$ cat config.mk
export PLATFORM = sky130hd
export DESIGN_NAME = fetch_queue_unit
export DESIGN_NICKNAME = d
export VERILOG_FILES = /design/src/rtl/fetch_pkg.sv /design/src/rtl/fetch_fifo.sv /design/src/rtl/fetch_queue_unit.sv
export SDC_FILE = /design/constraint.sdc
export NUM_CORES = 1
export LEC_CHECK = 0
export CAP_MARGIN = 20
export CORE_ASPECT_RATIO = 0.9
export CORE_UTILIZATION = 25
export DETAILED_ROUTE_END_ITERATION = 10
export HOLD_SLACK_MARGIN = 0.08
export PLACE_DENSITY = 0.38
export SKIP_CTS_REPAIR_TIMING = 1
export SLEW_MARGIN = 20
export SYNTH_ARGS = -nofsm -noshare
export SYNTH_HDL_FRONTEND = slang
export SYNTH_SLANG_ARGS = --single-unit
$ cat constraint.sdc
create_clock -name orig_clk -period 3.4 [get_ports orig_clk]
set_input_delay 0.68 -clock orig_clk [delete_from_list [all_inputs] [get_ports orig_clk]]
set_output_delay 0.68 -clock orig_clk [all_outputs]
set_load 0.02 [all_outputs]
$ cat src/rtl/fetch_pkg.sv
// Shared types and constants for the fetch front end: default widths, queue entry
// layout and the saturating-counter helper used by the optional statistics.
package fetch_pkg;

  localparam int DEF_ADDR_W  = 8;
  localparam int DEF_INSTR_W = 32;
  localparam int STATS_W     = 16;

  typedef struct packed {
    logic [DEF_ADDR_W-1:0]  pc;
    logic [DEF_INSTR_W-1:0] instr;
  } fetch_entry_t;

  function automatic logic [STATS_W-1:0] sat_inc(input logic [STATS_W-1:0] v,
                                                 input logic               en);
    if (en && (v != {STATS_W{1'b1}})) begin
      return v + {{(STATS_W-1){1'b0}}, 1'b1};
    end else begin
      return v;
    end
  endfunction

endpackage

$ cat src/rtl/fetch_fifo.sv
// Circular prefetch FIFO with a registered head view. Pointers wrap at DEPTH, so
// any DEPTH >= 2 works; the head register keeps the last entry while empty.
module fetch_fifo
  import fetch_pkg::*;
#(
  parameter int  DEPTH   = 4,
  parameter type entry_t = fetch_entry_t,
  parameter int  LVL_W   = $clog2(DEPTH + 1)
) (
  input  logic             clk,
  input  logic             rst_n,
  input  logic             i_push,
  input  entry_t           i_push_data,
  input  logic             i_pop,
  input  logic             i_flush,
  output logic             o_valid,
  output entry_t           o_head,
  output logic [LVL_W-1:0] o_level
);

  localparam int               PTR_W    = $clog2(DEPTH);
  localparam logic [PTR_W-1:0] LAST_PTR = PTR_W'(DEPTH - 1);
  localparam logic [LVL_W-1:0] FULL_LVL = LVL_W'(DEPTH);
  localparam logic [LVL_W-1:0] ZERO_LVL = {LVL_W{1'b0}};

  entry_t           r_mem [DEPTH];
  logic [PTR_W-1:0] r_rd_ptr;
  logic [PTR_W-1:0] r_wr_ptr;
  logic [LVL_W-1:0] r_level;
  logic             r_valid;
  entry_t           r_head;

  logic             w_pop;
  logic             w_push;
  logic [PTR_W-1:0] w_rd_next;
  logic [LVL_W-1:0] w_level_next;
  logic             w_valid_next;
  entry_t           w_head_next;

  function automatic logic [PTR_W-1:0] ptr_inc(input logic [PTR_W-1:0] p);
    if (p == LAST_PTR) begin
      return {PTR_W{1'b0}};
    end else begin
      return p + {{(PTR_W-1){1'b0}}, 1'b1};
    end
  endfunction

  assign w_pop     = i_pop && (r_level != ZERO_LVL);
  assign w_push    = i_push && ((r_level != FULL_LVL) || w_pop);
  assign w_rd_next = ptr_inc(r_rd_ptr);

  // Next occupancy and the entry decode will see at the head next cycle.
  always_comb begin
    w_level_next = r_level;
    w_valid_next = 1'b0;
    w_head_next  = r_head;
    if (i_flush) begin
      w_level_next = ZERO_LVL;
    end else begin
      w_level_next = r_level + LVL_W'(w_push) - LVL_W'(w_pop);
      if (w_level_next == ZERO_LVL) begin
        w_valid_next = 1'b0;
      end else if (w_pop) begin
        w_valid_next = 1'b1;
        w_head_next  = (r_level > LVL_W'(1)) ? r_mem[w_rd_next] : i_push_data;
      end else if (r_level == ZERO_LVL) begin
        w_valid_next = 1'b1;
        w_head_next  = i_push_data;
      end else begin
        w_valid_next = 1'b1;
        w_head_next  = r_mem[r_rd_ptr];
      end
    end
  end

  // Pointers, level and head view; a flush rewinds both pointers.
  always_ff @(posedge clk or negedge rst_n) begin
    if (!rst_n) begin
      r_rd_ptr <= {PTR_W{1'b0}};
      r_wr_ptr <= {PTR_W{1'b0}};
      r_level  <= ZERO_LVL;
      r_valid  <= 1'b0;
      r_head   <= {$bits(entry_t){1'b0}};
    end else begin
      r_level <= w_level_next;
      r_valid <= w_valid_next;
      r_head  <= w_head_next;
      if (i_flush) begin
        r_rd_ptr <= {PTR_W{1'b0}};
        r_wr_ptr <= {PTR_W{1'b0}};
      end else begin
        if (w_pop) begin
          r_rd_ptr <= w_rd_next;
        end
        if (w_push) begin
          r_wr_ptr <= ptr_inc(r_wr_ptr);
        end
      end
    end
  end

  // Entry storage.
  always_ff @(posedge clk or negedge rst_n) begin
    if (!rst_n) begin
      for (int i = 0; i < DEPTH; i++) begin
        r_mem[i] <= {$bits(entry_t){1'b0}};
      end
    end else if (w_push && !i_flush) begin
      r_mem[r_wr_ptr] <= i_push_data;
    end
  end

  assign o_valid = r_valid;
  assign o_head  = r_head;
  assign o_level = r_level;

endmodule

$ cat src/rtl/fetch_queue_unit.sv
// Instruction-fetch front end: PC, one outstanding imem read, prefetch queue and
// decode handshake. Defining FETCH_STATS_EN adds saturating transfer/redirect counters.
module fetch_queue_unit
  import fetch_pkg::*;
#(
  parameter int                ADDR_W   = DEF_ADDR_W,
  parameter int                INSTR_W  = DEF_INSTR_W,
  parameter int                DEPTH    = 4,
  parameter logic [ADDR_W-1:0] RESET_PC = {ADDR_W{1'b0}}
) (
  input  logic                         orig_clk,
  input  logic                         rst_n,
  output logic                         imem_req,
  output logic [ADDR_W-1:0]            imem_addr,
  input  logic [INSTR_W-1:0]           imem_data,
  input  logic                         redirect_valid,
  input  logic [ADDR_W-1:0]            redirect_pc,
  output logic                         out_valid,
  input  logic                         out_ready,
  output logic [INSTR_W-1:0]           out_instr,
  output logic [ADDR_W-1:0]            out_pc,
  output logic [$clog2(DEPTH+1)-1:0]   level
`ifdef FETCH_STATS_EN
  ,
  output logic [STATS_W-1:0]           fetched_cnt,
  output logic [STATS_W-1:0]           flush_cnt
`endif
);

  localparam int LVL_W = $clog2(DEPTH + 1);

  typedef struct packed {
    logic [ADDR_W-1:0]  pc;
    logic [INSTR_W-1:0] instr;
  } entry_t;

  logic [ADDR_W-1:0] r_pc;
  logic [ADDR_W-1:0] r_tag_pc;
  logic              r_inflight;
  logic              r_started;

  logic              w_room;
  logic              w_req;
  logic              w_xfer;
  logic              w_push;
  entry_t            w_push_entry;
  entry_t            w_head;
  logic              w_valid;
  logic [LVL_W-1:0]  w_level;

  // In-flight read reserves a slot so the response always has room to land.
  assign w_room       = ({1'b0, w_level} + {{LVL_W{1'b0}}, r_inflight}) < (LVL_W + 1)'(DEPTH);
  assign w_req        = r_started && !redirect_valid && w_room;
  assign w_xfer       = w_valid && out_ready;
  assign w_push       = r_inflight && !redirect_valid;
  assign w_push_entry = '{pc: r_tag_pc, instr: imem_data};

  // PC, request tag and the single outstanding-read flag; redirect kills the read.
  always_ff @(posedge orig_clk or negedge rst_n) begin
    if (!rst_n) begin
      r_pc       <= RESET_PC;
      r_tag_pc   <= {ADDR_W{1'b0}};
      r_inflight <= 1'b0;
      r_started  <= 1'b0;
    end else begin
      r_started <= 1'b1;
      if (redirect_valid) begin
        r_pc       <= redirect_pc;
        r_inflight <= 1'b0;
      end else begin
        r_inflight <= w_req;
        if (w_req) begin
          r_tag_pc <= r_pc;
          r_pc     <= r_pc + {{(ADDR_W-1){1'b0}}, 1'b1};
        end
      end
    end
  end

  fetch_fifo #(
    .DEPTH   (DEPTH),
    .entry_t (entry_t),
    .LVL_W   (LVL_W)
  ) u_fifo (
    .clk         (orig_clk),
    .rst_n       (rst_n),
    .i_push      (w_push),
    .i_push_data (w_push_entry),
    .i_pop       (out_ready),
    .i_flush     (redirect_valid),
    .o_valid     (w_valid),
    .o_head      (w_head),
    .o_level     (w_level)
  );

`ifdef FETCH_STATS_EN
  logic [STATS_W-1:0] r_fetched_cnt;
  logic [STATS_W-1:0] r_flush_cnt;

  // Saturating counts of delivered instructions and redirects.
  always_ff @(posedge orig_clk or negedge rst_n) begin
    if (!rst_n) begin
      r_fetched_cnt <= {STATS_W{1'b0}};
      r_flush_cnt   <= {STATS_W{1'b0}};
    end else begin
      r_fetched_cnt <= sat_inc(r_fetched_cnt, w_xfer);
      r_flush_cnt   <= sat_inc(r_flush_cnt, redirect_valid);
    end
  end

  assign fetched_cnt = r_fetched_cnt;
  assign flush_cnt   = r_flush_cnt;
`endif

  assign imem_req  = w_req;
  assign imem_addr = r_pc;
  assign out_valid = w_valid;
  assign out_instr = w_head.instr;
  assign out_pc    = w_head.pc;
  assign level     = w_level;

endmodule

==> out/qor.yml, run 1 <==
synthesis:
  synth_cells: 803
  synthFlopType: "dfrtp_1"
  syn-num-nets: 858
  ys_async_sr_fraction: 1.00
  synth_cell_types: 47
  seq_area_frac_synth: 0.489
  synth_area_per_cell_um2: 14.4
  synth_seq_cells: 226
  netlist_area_um2: 11600
  yosys_warnings: 0
  synth_edf_count: 0
drt:
  dr_total_vias: 7347
  final_antenna_net_count: 0
  dr.pass1.iters: 4
  routed_wl_um: 32600
  avgRoutedWirePerCell_um: 21.3
  first_iter_violations: 336
  via_per_inst: 4.81
  drc: 0
pwr:
  power.internal_w: 0.00806
  power_w: 0.0124
  p_leak_nw: 5.83
  swShare: 0.352
  power_frac_comb: 0.417
  p_seq_frac: 0.348
  power_switching_w: 0.00438
  p_per_area_nw_per_um2: 875
  clkPwrFrac: 0.235
  ir_drop_uv: 401
placement:
  dp_hpwl_um: 19200
  place_ws_ns: -0.0268
  place_area_um2: 13300
  io_buffers: 96
  routabilityCongestion: 0.701
  dp_cells: 1478
cells_and_area:
  drive_gt1_frac: 0.409
  fin_nets: 955
  finalInstanceArea_um2: 14200
  antenna_cells: 0
  instances_no_fill: 1528
  syn_to_final_growth_pct: 23.0
  fillers: 4554
grt:
  grt-ovfl-total: 0
  first_global_vias: 8044
  track_usage: 0.142
  antenna_found_initial: 0
  grt_pass1_wl_um: 51100
  grt_start_max_net_pins: 72
setup_path:
  r2r_slack_ns: 0.51
  endpoint_kind: "primary output"
  critPathTopFamily: "buffers and inverters"
  path_depth: 5
  path_max_fanout: 9
  cp-startpoint: "u_fifo.o_level[1]$_DFF_PN0_"
  critPathMaxStageDelay_ns: 0.64
  cp.required_ns: 2.72
  slowest_stage: "clkdlybuf4s50_1"
  reg2regPathDepth: 11
  critPathLaunchType: "flop"
  crit_chain: "ha_1, nor3_1, a211oi_4, nor3_4, clkdlybuf4s50_1"
  path_class: "reg -> out"
  crit_arrival_ns: 2.48
  crit_path_end: "imem_req"
  r2r_end: "u_fifo.o_head[18]$_DFFE_PN0P_"
  cp_num_buf_inv: 1
  r2r_start: "u_fifo.o_level[1]$_DFF_PN0_"
sta:
  period_needed_ns: 3.16
  worst_pin_slew_ns: 0.814
  period_share: 0.931
  slew-limit-headroom: 0.457
  drv_slew: 0
  setup_slack_ns: 0.236
  fmax_mhz: 316
  rsz0062_at_grt: "no"
  tns_ns: 0
  setup_viol: 0
  hold_viol: 0
  skew_ns: 0.0175
floorplanning:
  core-area_um2: 45600
  die_h_um: 206
  die_width_um: 229
  dieArea_um2: 47100
  initial_utilization: 0.254
  rows: 74
  pin_count: 97
min_path:
  hold_class: "in -> async"
outcome:
  status: "completed"
flow_run:
  cap_violations: 0
clocking:
  root_buffer: "clkbuf_16"
  clk_path_buf_depth: 3
  clk_latency_ns: 0.56
  clk_pin_slew_worst_paths_ns: 0.06
  cts_sinks: 226
  cts_made_buffers: 28
  cts_tree: "done"
  htreeDepth: 1
==> layout make-up <==
type	count	area (um2)	share of cell area
sequential	226	5660	0.398
multi-input combinational	500	5460	0.384
timing repair buffer	133	1410	0.0989
clock buffer	45	846	0.0595
tap	608	761	0.0535
clock inverter	5	50.0	0.00352
inverter	11	42.5	0.00299
==> power groups by stage <==
stage / registers (W) / logic (W) / clock network (W)
5_1_grt: 0.00449 / 0.00560 / 0.00315
3_3_place_gp: 0.00439 / 0.00525 / 0
6_report: 0.00433 / 0.00519 / 0.00293
2_1_floorplan: 0.00442 / 0.00330 / 0
3_5_place_dp: 0.00438 / 0.00528 / 0
4_1_cts: 0.00434 / 0.00529 / 0.00305
==> cell families (layout without fill, tap and decap cells) <==
group | Yosys count | in the layout | share of synthesized area
AOI/OAI and AO/OA | 103 | 103 | 0.0787
and+or+nand+nor | 135 | 135 | 0.0569
xor gates and xnor gates | 1 | 1 | 0.000757
muxes | 249 | 249 | 0.320
adders and majority gates | 11 | 11 | 0.0125
other | 1 | 1 | 0.000324
buffers and inverters | 77 | 194 | 0.0417
DFF | 226 | 226 | 0.489
==> synthesized netlist by cell type (4+ instances only) <==
| cell type | instances | area share |
|---|---|---|
| a21oi_1 | 4 | 0.0017 |
| a221oi_1 | 10 | 0.0076 |
| a221oi_2 | 30 | 0.039 |
| a31oi_1 | 4 | 0.0022 |
| buf_2 | 8 | 0.0035 |
| buf_4 | 7 | 0.0045 |
| buf_6 | 21 | 0.020 |
| clkbuf_1 | 27 | 0.0088 |
| dfrtp_1 | 226 | 0.49 |
| ha_1 | 10 | 0.011 |
| inv_1 | 10 | 0.0032 |
| mux2_2 | 168 | 0.16 |
| mux4_2 | 80 | 0.16 |
| nand2_1 | 16 | 0.0052 |
| nand3_1 | 45 | 0.019 |
| nor2_1 | 49 | 0.016 |
| o21ai_1 | 40 | 0.017 |
| or3_1 | 4 | 0.0022 |
| or4_1 | 5 | 0.0032 |
==> routing by layer <==
metal  vias to the layer above  routed length (um)  GRT usage  part of all wire
li1                       3298                   -          -                 -
met1                      3891               16100      0.202              0.49
met2                       120               14900      0.226              0.46
met3                        38                 920     0.0215             0.028
met4                         0                 711     0.0384             0.022
met5                         -                   0          0                 0
==> registers in the layout, summed over array words and instances, names as in the netlist <==
signal and cells:
u_fifo.r_wr_ptr 2, r_tag_pc 8, u_fifo.r_mem 160, u_fifo.o_valid 1, imem_addr 8, r_started 1, u_fifo.o_level 3, u_fifo.o_head 40
r_inflight 1, u_fifo.r_rd_ptr 2
==> placed cells by master, fill, tap and decap left out, types with 9 or more instances in the layout <==
cell and n:
clkbuf_16 29, inv_1 10, clkdlybuf4s50_1 95, mux4_2 80, dfrtp_1 224, mux2_2 168, clkbuf_1 10, nand2_1 12
a221oi_1 10, nand3_1 45, buf_12 13, o21ai_1 40, ha_1 9, nor2_1 49, buf_4 24, a221oi_2 30
==> metrics by stage <==
stage,util,hold slack [ns]
3_5_place_dp,0.293,0.509
4_1_cts,0.312,0.0957
6_report,0.312,0.0826
3_3_place_gp,0.293,0.502
5_1_grt,0.312,0.118
2_1_floorplan,-,0.384
==> how the worst min path moves through the flow <==
stage / to / depth (start not counted) / slack [ns]
6_report: u_fifo.o_head[20]$_DFFE_PN0P_ / 1 / 0.08
5_1_grt: u_fifo.o_head[20]$_DFFE_PN0P_ / 1 / 0.12
4_1_cts: u_fifo.o_head[20]$_DFFE_PN0P_ / 1 / 0.1
3_5_place_dp: u_fifo.r_mem[57]$_DFFE_PN0P_ / 1 / 0.51
3_3_place_gp: u_fifo.r_mem[41]$_DFFE_PN0P_ / 1 / 0.50
2_1_floorplan: imem_addr[0]$_DFFE_PN0P_ / 0 / 0.38
Note: power is estimated with default switching activity, not from simulation.
==> run 2: changes to the inputs <==
--- a/config.mk
+++ b/config.mk
@@ -7,6 +7,7 @@
 export LEC_CHECK = 0
 export CAP_MARGIN = 20
 export CORE_ASPECT_RATIO = 0.9
+export CORE_MARGIN = 5
 export CORE_UTILIZATION = 25
 export DETAILED_ROUTE_END_ITERATION = 10
 export HOLD_SLACK_MARGIN = 0.08
@@ -15,4 +16,6 @@
 export SLEW_MARGIN = 20
 export SYNTH_ARGS = -nofsm -noshare
 export SYNTH_HDL_FRONTEND = slang
+export SYNTH_HIERARCHICAL = 1
 export SYNTH_SLANG_ARGS = --single-unit
+export TNS_END_PERCENT = 5
==> run 2 against run 1 <==
- worst hold slack better by 0.0050 ns
- largest cell class unchanged
- critical path depth up 1
- global-route usage shrank 1.3 points
- combinational power fell by 18%
- setup slack better by 0.21 ns
- first-iteration DRC count rose by 4.2%
- die area grew 4.6%
- non-clock buffer count fell by 5
- fmax is 6.9% higher
- largest power group unchanged
- wire length fell by 3.3%
- register-to-register slack better by 0.03 ns
==> out/qor.yml, run 2 <==
outcome:
  status: "completed"
clocking:
  cts_tree: "done"
  cts_made_buffers: 28  # unchanged
  root_buffer: "clkbuf_16"
  clk_latency_ns: 0.53  # -0.03 ns
  clk_pin_slew_worst_paths_ns: 0.06  # about the same
  clk_path_buf_depth: 3  # unchanged
  htreeDepth: 1  # unchanged
  cts_sinks: 226  # unchanged
synthesis:
  ys_async_sr_fraction: 1.00  # unchanged
  synth_seq_cells: 226  # unchanged
  yosysMostFrequentCell: "dfrtp_1"
  synth_area_leaders: "dfrtp_1, mux2_2, mux4_2, a22oi_1, nand2_1"
  synthFlopType: "dfrtp_1"
  synth_area_leader_cell: "dfrtp_1"
  synth_cell_types: 39  # -17%
  synth_cells: 808  # +0.62%
  synth_common_cells: "dfrtp_1, mux2_2, nand2_1, mux4_2, nor2_1"
  synth_edf_count: 0  # unchanged
  yosys.area.top_type_share: 0.503  # +0.0145
  netlist_area_um2: 11200  # -2.9%
  seq_area_frac_synth: 0.503  # +0.0145
  syn-num-nets: 862  # +0.47%
  yosys_warnings: 6  # +6
  synth_area_per_cell_um2: 13.9  # -3.5%
flow_run:
  cap_violations: 0  # unchanged
cells_and_area:
  fin_nets: 959  # +0.42%
  instances_no_fill: 1526  # -0.13%
  mostFrequentLayoutCell: "dfrtp_1"
  finish.utilization: 0.315  # +0.00255
  largest_register: "u_fifo/r_mem"
  layout_common_cells: "dfrtp_1, mux2_2, clkdlybuf4s50_1"
  largest_reg_flops: 160  # unchanged
  drive_gt1_frac: 0.361  # -0.0480
  antenna_cells: 0  # unchanged
  syn_to_final_growth_pct: 24.1
sta:
  setup_slack_ns: 0.441  # +0.205 ns
  slew-limit-headroom: 0.476  # +0.0188
  period_share: 0.870  # -0.0603
  period_needed_ns: 2.96  # -0.205 ns
  worst_pin_slew_ns: 0.786  # -0.0282 ns
  tns_ns: 0  # unchanged
  hold_viol: 0  # unchanged
  rsz0062_at_grt: "no"
  setup_viol: 0  # unchanged
  drv_slew: 0  # unchanged
  fmax_mhz: 338  # +6.9%
  skew_ns: 0.00868  # -0.00887 ns
floorplanning:
  initial_utilization: 0.254  # -0.000319
  rows: 73  # -1.4%
  pin_count: 97  # unchanged
  core-area_um2: 44300  # -2.8%
  die_width_um: 233  # +2.1%
  die_h_um: 211  # +2.4%
  dieArea_um2: 49300  # +4.6%
placement:
  routabilityCongestion: 0.681  # -2.8%
  dp_hpwl_um: 18400  # -4.5%
  io_buffers: 96  # unchanged
  place_ws_ns: 0.116  # +0.142 ns
  dp_cells: 1475  # -0.20%
setup_path:
  slowest_stage: "clkdlybuf4s50_1"
  cp_num_buf_inv: 4  # +3
  cp-startpoint: "redirect_valid"
  r2r_end: "u_fifo/o_head[37]$_DFFE_PN0P_"
  crit_top_cell: "clkdlybuf4s50_1"
  r2r_slack_ns: 0.54  # +0.03 ns
  crit_path_end: "imem_req"
  path_class: "in -> out"
  path_depth: 6  # +1
  crit_chain: "clkdlybuf4s50_1, buf_4, nor2_1, nand3_1, inv_1, clkdlybuf4s50_1"
  reg2regPathDepth: 11  # unchanged
  endpoint_kind: "primary output"
  r2r_start: "u_fifo/o_level[0]$_DFF_PN0_"
  path_max_fanout: 10  # +1
  critPathLaunchType: "input pin"
  cp.required_ns: 2.72  # about the same
  critPathTopFamily: "buffers and inverters"
  crit_arrival_ns: 2.28  # -0.20 ns
  critPathMaxStageDelay_ns: 0.61  # -0.03 ns
grt:
  antenna_found_initial: 0  # unchanged
  grt-ovfl-total: 0  # unchanged
  grt_start_max_net_pins: 65  # -9.7%
  first_global_vias: 7925  # -1.5%
  track_usage: 0.129  # -0.0135
  grt_pass1_wl_um: 49600  # -2.9%
pwr:
  power_frac_comb: 0.378  # -0.039
  p_per_area_nw_per_um2: 811  # -7.3%
  ir_drop_uv: 449  # +12%
  clkPwrFrac: 0.276  # +0.041
  power.internal_w: 0.00747  # -7.4%
  p_leak_nw: 5.99  # +2.6%
  swShare: 0.340  # -0.0122
  p_seq_frac: 0.346  # -0.002
  power_switching_w: 0.00384  # -12%
drt:
  via_per_inst: 4.69  # -2.5%
  avgRoutedWirePerCell_um: 20.6  # -3.1%
  first_iter_violations: 350  # +4.2%
  final_antenna_net_count: 0  # unchanged
  dr_total_vias: 7151  # -2.7%
  dr.pass1.iters: 4  # unchanged
  drc: 0  # unchanged
  routed_wl_um: 31500  # -3.3%
min_path:
  hold_class: "in -> async"
run 2: worst min path at each step:
stage	from	endpoint	slack, ns	cells past startpoint
finish	rst_n	u_fifo/r_mem[33]$_DFFE_PN0P_	0.09	1
CTS	rst_n	imem_addr[5]$_DFFE_PN0P_	0.09	1
global route	rst_n	u_fifo/r_mem[153]$_DFFE_PN0P_	0.11	1
detailed placement	u_fifo/r_mem[67]$_DFFE_PN0P_	u_fifo/r_mem[67]$_DFFE_PN0P_	0.51	1
floorplan	rst_n	imem_addr[0]$_DFFE_PN0P_	0.38	0
global placement	u_fifo/r_mem[77]$_DFFE_PN0P_	u_fifo/r_mem[77]$_DFFE_PN0P_	0.50	1
run 2: kinds of logic after synthesis:
family / synth area share
muxes: 0.322
DFF: 0.503
xor gates and xnor gates: 0.00234
and+or+nand+nor: 0.0559
adders and majority gates: 0.0118
buffers and inverters: 0.0404
other: 0.000334
AOI/OAI and AO/OA: 0.0643
run 2: layout make-up:
class | instances | area, um2
Clock buffer | 43 | 858
Fill cell | 4450 | 30400
Timing Repair Buffer | 128 | 1340
Tap cell | 600 | 751
Sequential cell | 226 | 5660
Multi-Input combinational cell | 510 | 5180
Inverter | 11 | 41.3
Clock inverter | 8 | 115
run 2: power by group through the flow:
stage               combinational [W]  clock [W]  sequential (W)
floorplan                     0.00249          0         0.00411
global placement              0.00432          0         0.00399
detailed placement            0.00436          0         0.00398
CTS                           0.00437    0.00323         0.00394
global route                  0.00466    0.00334         0.00403
finish                        0.00428    0.00312         0.00392
run 2: layer usage:
metal / global-route usage / share of wire
met3: 0.0214 / 0.041
met1: 0.180 / 0.47
met4: 0.0223 / 0.014
met2: 0.216 / 0.48
met5: 0 / 0
run 2: metrics by stage:
stage | hold WS (ns) | area, um2 | power, W
3_3_place_gp | 0.504 | 13000 | 0.00830
4_1_cts | 0.0879 | 13900 | 0.0115
2_1_floorplan | 0.384 | 11200 | 0.00660
3_5_place_dp | 0.510 | 13000 | 0.00833
6_report | 0.0875 | 13900 | 0.0113
5_1_grt | 0.109 | 13900 | 0.0120
==> run 3: changes to the inputs <==
--- a/config.mk
+++ b/config.mk
@@ -6,12 +6,16 @@
 export NUM_CORES = 1
 export LEC_CHECK = 0
 export CAP_MARGIN = 20
+export CELL_PAD_IN_SITES_DETAIL_PLACEMENT = 1
+export CELL_PAD_IN_SITES_GLOBAL_PLACEMENT = 1
 export CORE_ASPECT_RATIO = 0.9
 export CORE_MARGIN = 5
 export CORE_UTILIZATION = 25
+export CTS_CLUSTER_DIAMETER = 150
+export CTS_CLUSTER_SIZE = 25
 export DETAILED_ROUTE_END_ITERATION = 10
 export HOLD_SLACK_MARGIN = 0.08
-export PLACE_DENSITY = 0.38
+export PLACE_DENSITY = 0.44
 export SKIP_CTS_REPAIR_TIMING = 1
 export SLEW_MARGIN = 20
 export SYNTH_ARGS = -nofsm -noshare
==> run 3 against run 2 <==
- non-clock buffer count did not move
- largest power group unchanged
- sequential power barely moved
- utilization fell by 1.3 points
- sequential cell count did not move
- wire length rose by 0.90%
==> out/qor.yml, run 3 (synthesis results as in run 2) <==
sta:
  hold_viol: 0  # unchanged
  skew_ns: 0.0418  # +0.0332 ns
  drv_slew: 0  # unchanged
  slew-limit-headroom: 0.481  # +0.00521
  period_share: 0.872  # +0.00181
  setup_viol: 0  # unchanged
  hold_ws_ns: 0.0752  # -0.0123 ns
  fmax_mhz: 337  # -0.21%
  period_needed_ns: 2.97  # +0.00616 ns
  tns_ns: 0  # unchanged
  rsz0062_at_grt: "no"
  worst_pin_slew_ns: 0.778  # -0.00782 ns
grt:
  antenna_found_initial: 0  # unchanged
  met1_usage: 0.192  # +0.0122
  first_global_vias: 7984  # +0.74%
  grt-busiest-layer: "met2"
  grtUsageMet2: 0.213  # -0.00332
  grt-ovfl-total: 0  # unchanged
  track_usage: 0.131  # +0.00170
  grt_start_max_net_pins: 84  # +29%
  grt_pass1_wl_um: 50500  # +1.8%
  use_met3: 0.0164  # -0.00497
clocking:
  clk_path_buf_depth: 3  # unchanged
  root_buffer: "clkbuf_16"
  htreeDepth: 1  # unchanged
  cts_tree: "done"
  clk_latency_ns: 0.51  # -0.02 ns
  cts_made_buffers: 13  # -54%
  cts_sinks: 226  # unchanged
  clk_pin_slew_worst_paths_ns: 0.12  # +0.06 ns
pwr:
  power.internal_w: 0.00628  # -16%
  ir_drop_uv: 432  # -3.8%
  power_frac_comb: 0.438  # +0.060
  clkPwrFrac: 0.170  # -0.106
  swShare: 0.368  # +0.0282
  p_per_area_nw_per_um2: 744  # -8.2%
  power_switching_w: 0.00366  # -4.8%
  p_leak_nw: 5.69  # -5.0%
  p_seq_frac: 0.392  # +0.046
setup_path:
  crit_top_cell: "clkdlybuf4s50_1"
  path_class: "in -> out"
  slowest_stage: "clkdlybuf4s50_1"
  path_max_fanout: 24  # +14
  critPathMaxStageDelay_ns: 0.61  # about the same
  critPathTopFamily: "buffers and inverters"
  endpoint_kind: "primary output"
  cp_num_buf_inv: 4  # unchanged
  cp.required_ns: 2.72  # about the same
  critPathLaunchType: "input pin"
  crit_arrival_ns: 2.29  # about the same
  crit_chain: "clkdlybuf4s50_1, buf_4, nor2_1, nand3_1, inv_1, clkdlybuf4s50_1"
drt:
  routed_wl_um: 31800  # +0.90%
  dr_total_vias: 7069  # -1.1%
  first_iter_violations: 285  # -19%
  dr.pass1.iters: 4  # unchanged
  avgRoutedWirePerCell_um: 21.3  # +3.3%
  final_antenna_net_count: 0  # unchanged
  via_per_inst: 4.74  # +1.2%
  drc: 0  # unchanged
flow_run:
  cap_violations: 0  # unchanged
cells_and_area:
  fin_nets: 944  # -1.6%
  fillers: 4702  # +5.7%
  regArea_um2: 5660  # unchanged
  antenna_cells: 0  # unchanged
  mostFrequentLayoutCell: "dfrtp_1"
  syn_to_final_growth_pct: 18.8
  largest_reg_flops: 160  # unchanged
  layout_common_cells: "dfrtp_1, mux2_2, clkdlybuf4s50_1"
  multi_input_area_um2: 5180  # unchanged
  drive_gt1_frac: 0.341  # -0.0195
  largest_register: "u_fifo/r_mem"
floorplanning:
  rows: 73  # unchanged
  dieArea_um2: 49300  # unchanged
  core-area_um2: 44300  # unchanged
  die_width_um: 233  # unchanged
  pin_count: 97  # unchanged
  initial_utilization: 0.254  # unchanged
  die_h_um: 211  # unchanged
placement:
  dp_hpwl_um: 19100  # +4.1%
  routabilityCongestion: 0.689  # +1.2%
  io_buffers: 96  # unchanged
outcome:
  status: "completed"
min_path:
  hold_class: "in -> async"
[run 3: changes by cell type in the layout (fill, tap and decap cells not counted)]
cell and delta:
clkbuf_8 -8, clkinv_16 +1, inv_6 +1, clkinv_2 -5, clkbuf_1 -5, buf_12 +1, buf_4 -1, bufinv_16 -3
clkbuf_16 -16
[run 3: area by class of cell]
| class | instances | share of cell area |
|---|---|---|
| inverters | 11 | 0.00309 |
| multi-input cells | 510 | 0.388 |
| clock inverters | 2 | 0.00291 |
| flip-flops and latches | 226 | 0.424 |
| well taps | 600 | 0.0562 |
| repair buffers | 128 | 0.102 |
| clock buffers | 14 | 0.0246 |
[run 3: per-layer routing]
metal / vias up / share of wire / routed length [um]
met5: - / 0 / 0
met4: 0 / 0.0099 / 314
met3: 22 / 0.028 / 877
met2: 85 / 0.47 / 14900
met1: 3780 / 0.49 / 15700
li1: 3182 / - / -
[run 3: per-stage QoR]
stage | worst slack [ns] | util | area, um2 | instances | total power (W)
final | 0.435 | 0.301 | 13400 | 1491 | 0.00994
after global routing | 0.234 | 0.301 | 13400 | 1491 | 0.0107
after CTS | 0.404 | 0.301 | 13400 | 1491 | 0.0102
after detailed placement | 0.122 | 0.293 | 13000 | 1475 | 0.00843
after global placement | 0.219 | 0.293 | 13000 | 1475 | 0.00836
after floorplan | 0.376 | - | 11200 | 808 | 0.00660
[run 3: worst paths after layout]
path	end	cells after the start	start	slack (ns)
max	imem_req	6	redirect_valid	0.43
max reg2reg	u_fifo/o_head[37]$_DFFE_PN0P_	11	u_fifo/o_level[0]$_DFF_PN0_	0.50
min in group orig_clk	u_fifo/r_mem[68]$_DFFE_PN0P_	1	u_fifo/r_mem[68]$_DFFE_PN0P_	0.53
max in group asynchronous	u_fifo/r_mem[18]$_DFFE_PN0P_	2	rst_n	2.51
min	u_fifo/r_mem[152]$_DFFE_PN0P_	1	rst_n	0.08
min reg2reg	u_fifo/r_mem[68]$_DFFE_PN0P_	1	u_fifo/r_mem[68]$_DFFE_PN0P_	0.53
[run 3: power groups by stage]
stage               Combinational, W  Clock (W)  Sequential [W]
floorplan                    0.00249          0         0.00411
global placement             0.00440          0         0.00396
detailed placement           0.00446          0         0.00397
CTS                          0.00447    0.00181         0.00392
global route                 0.00476    0.00188         0.00401
finish                       0.00435    0.00169         0.00390
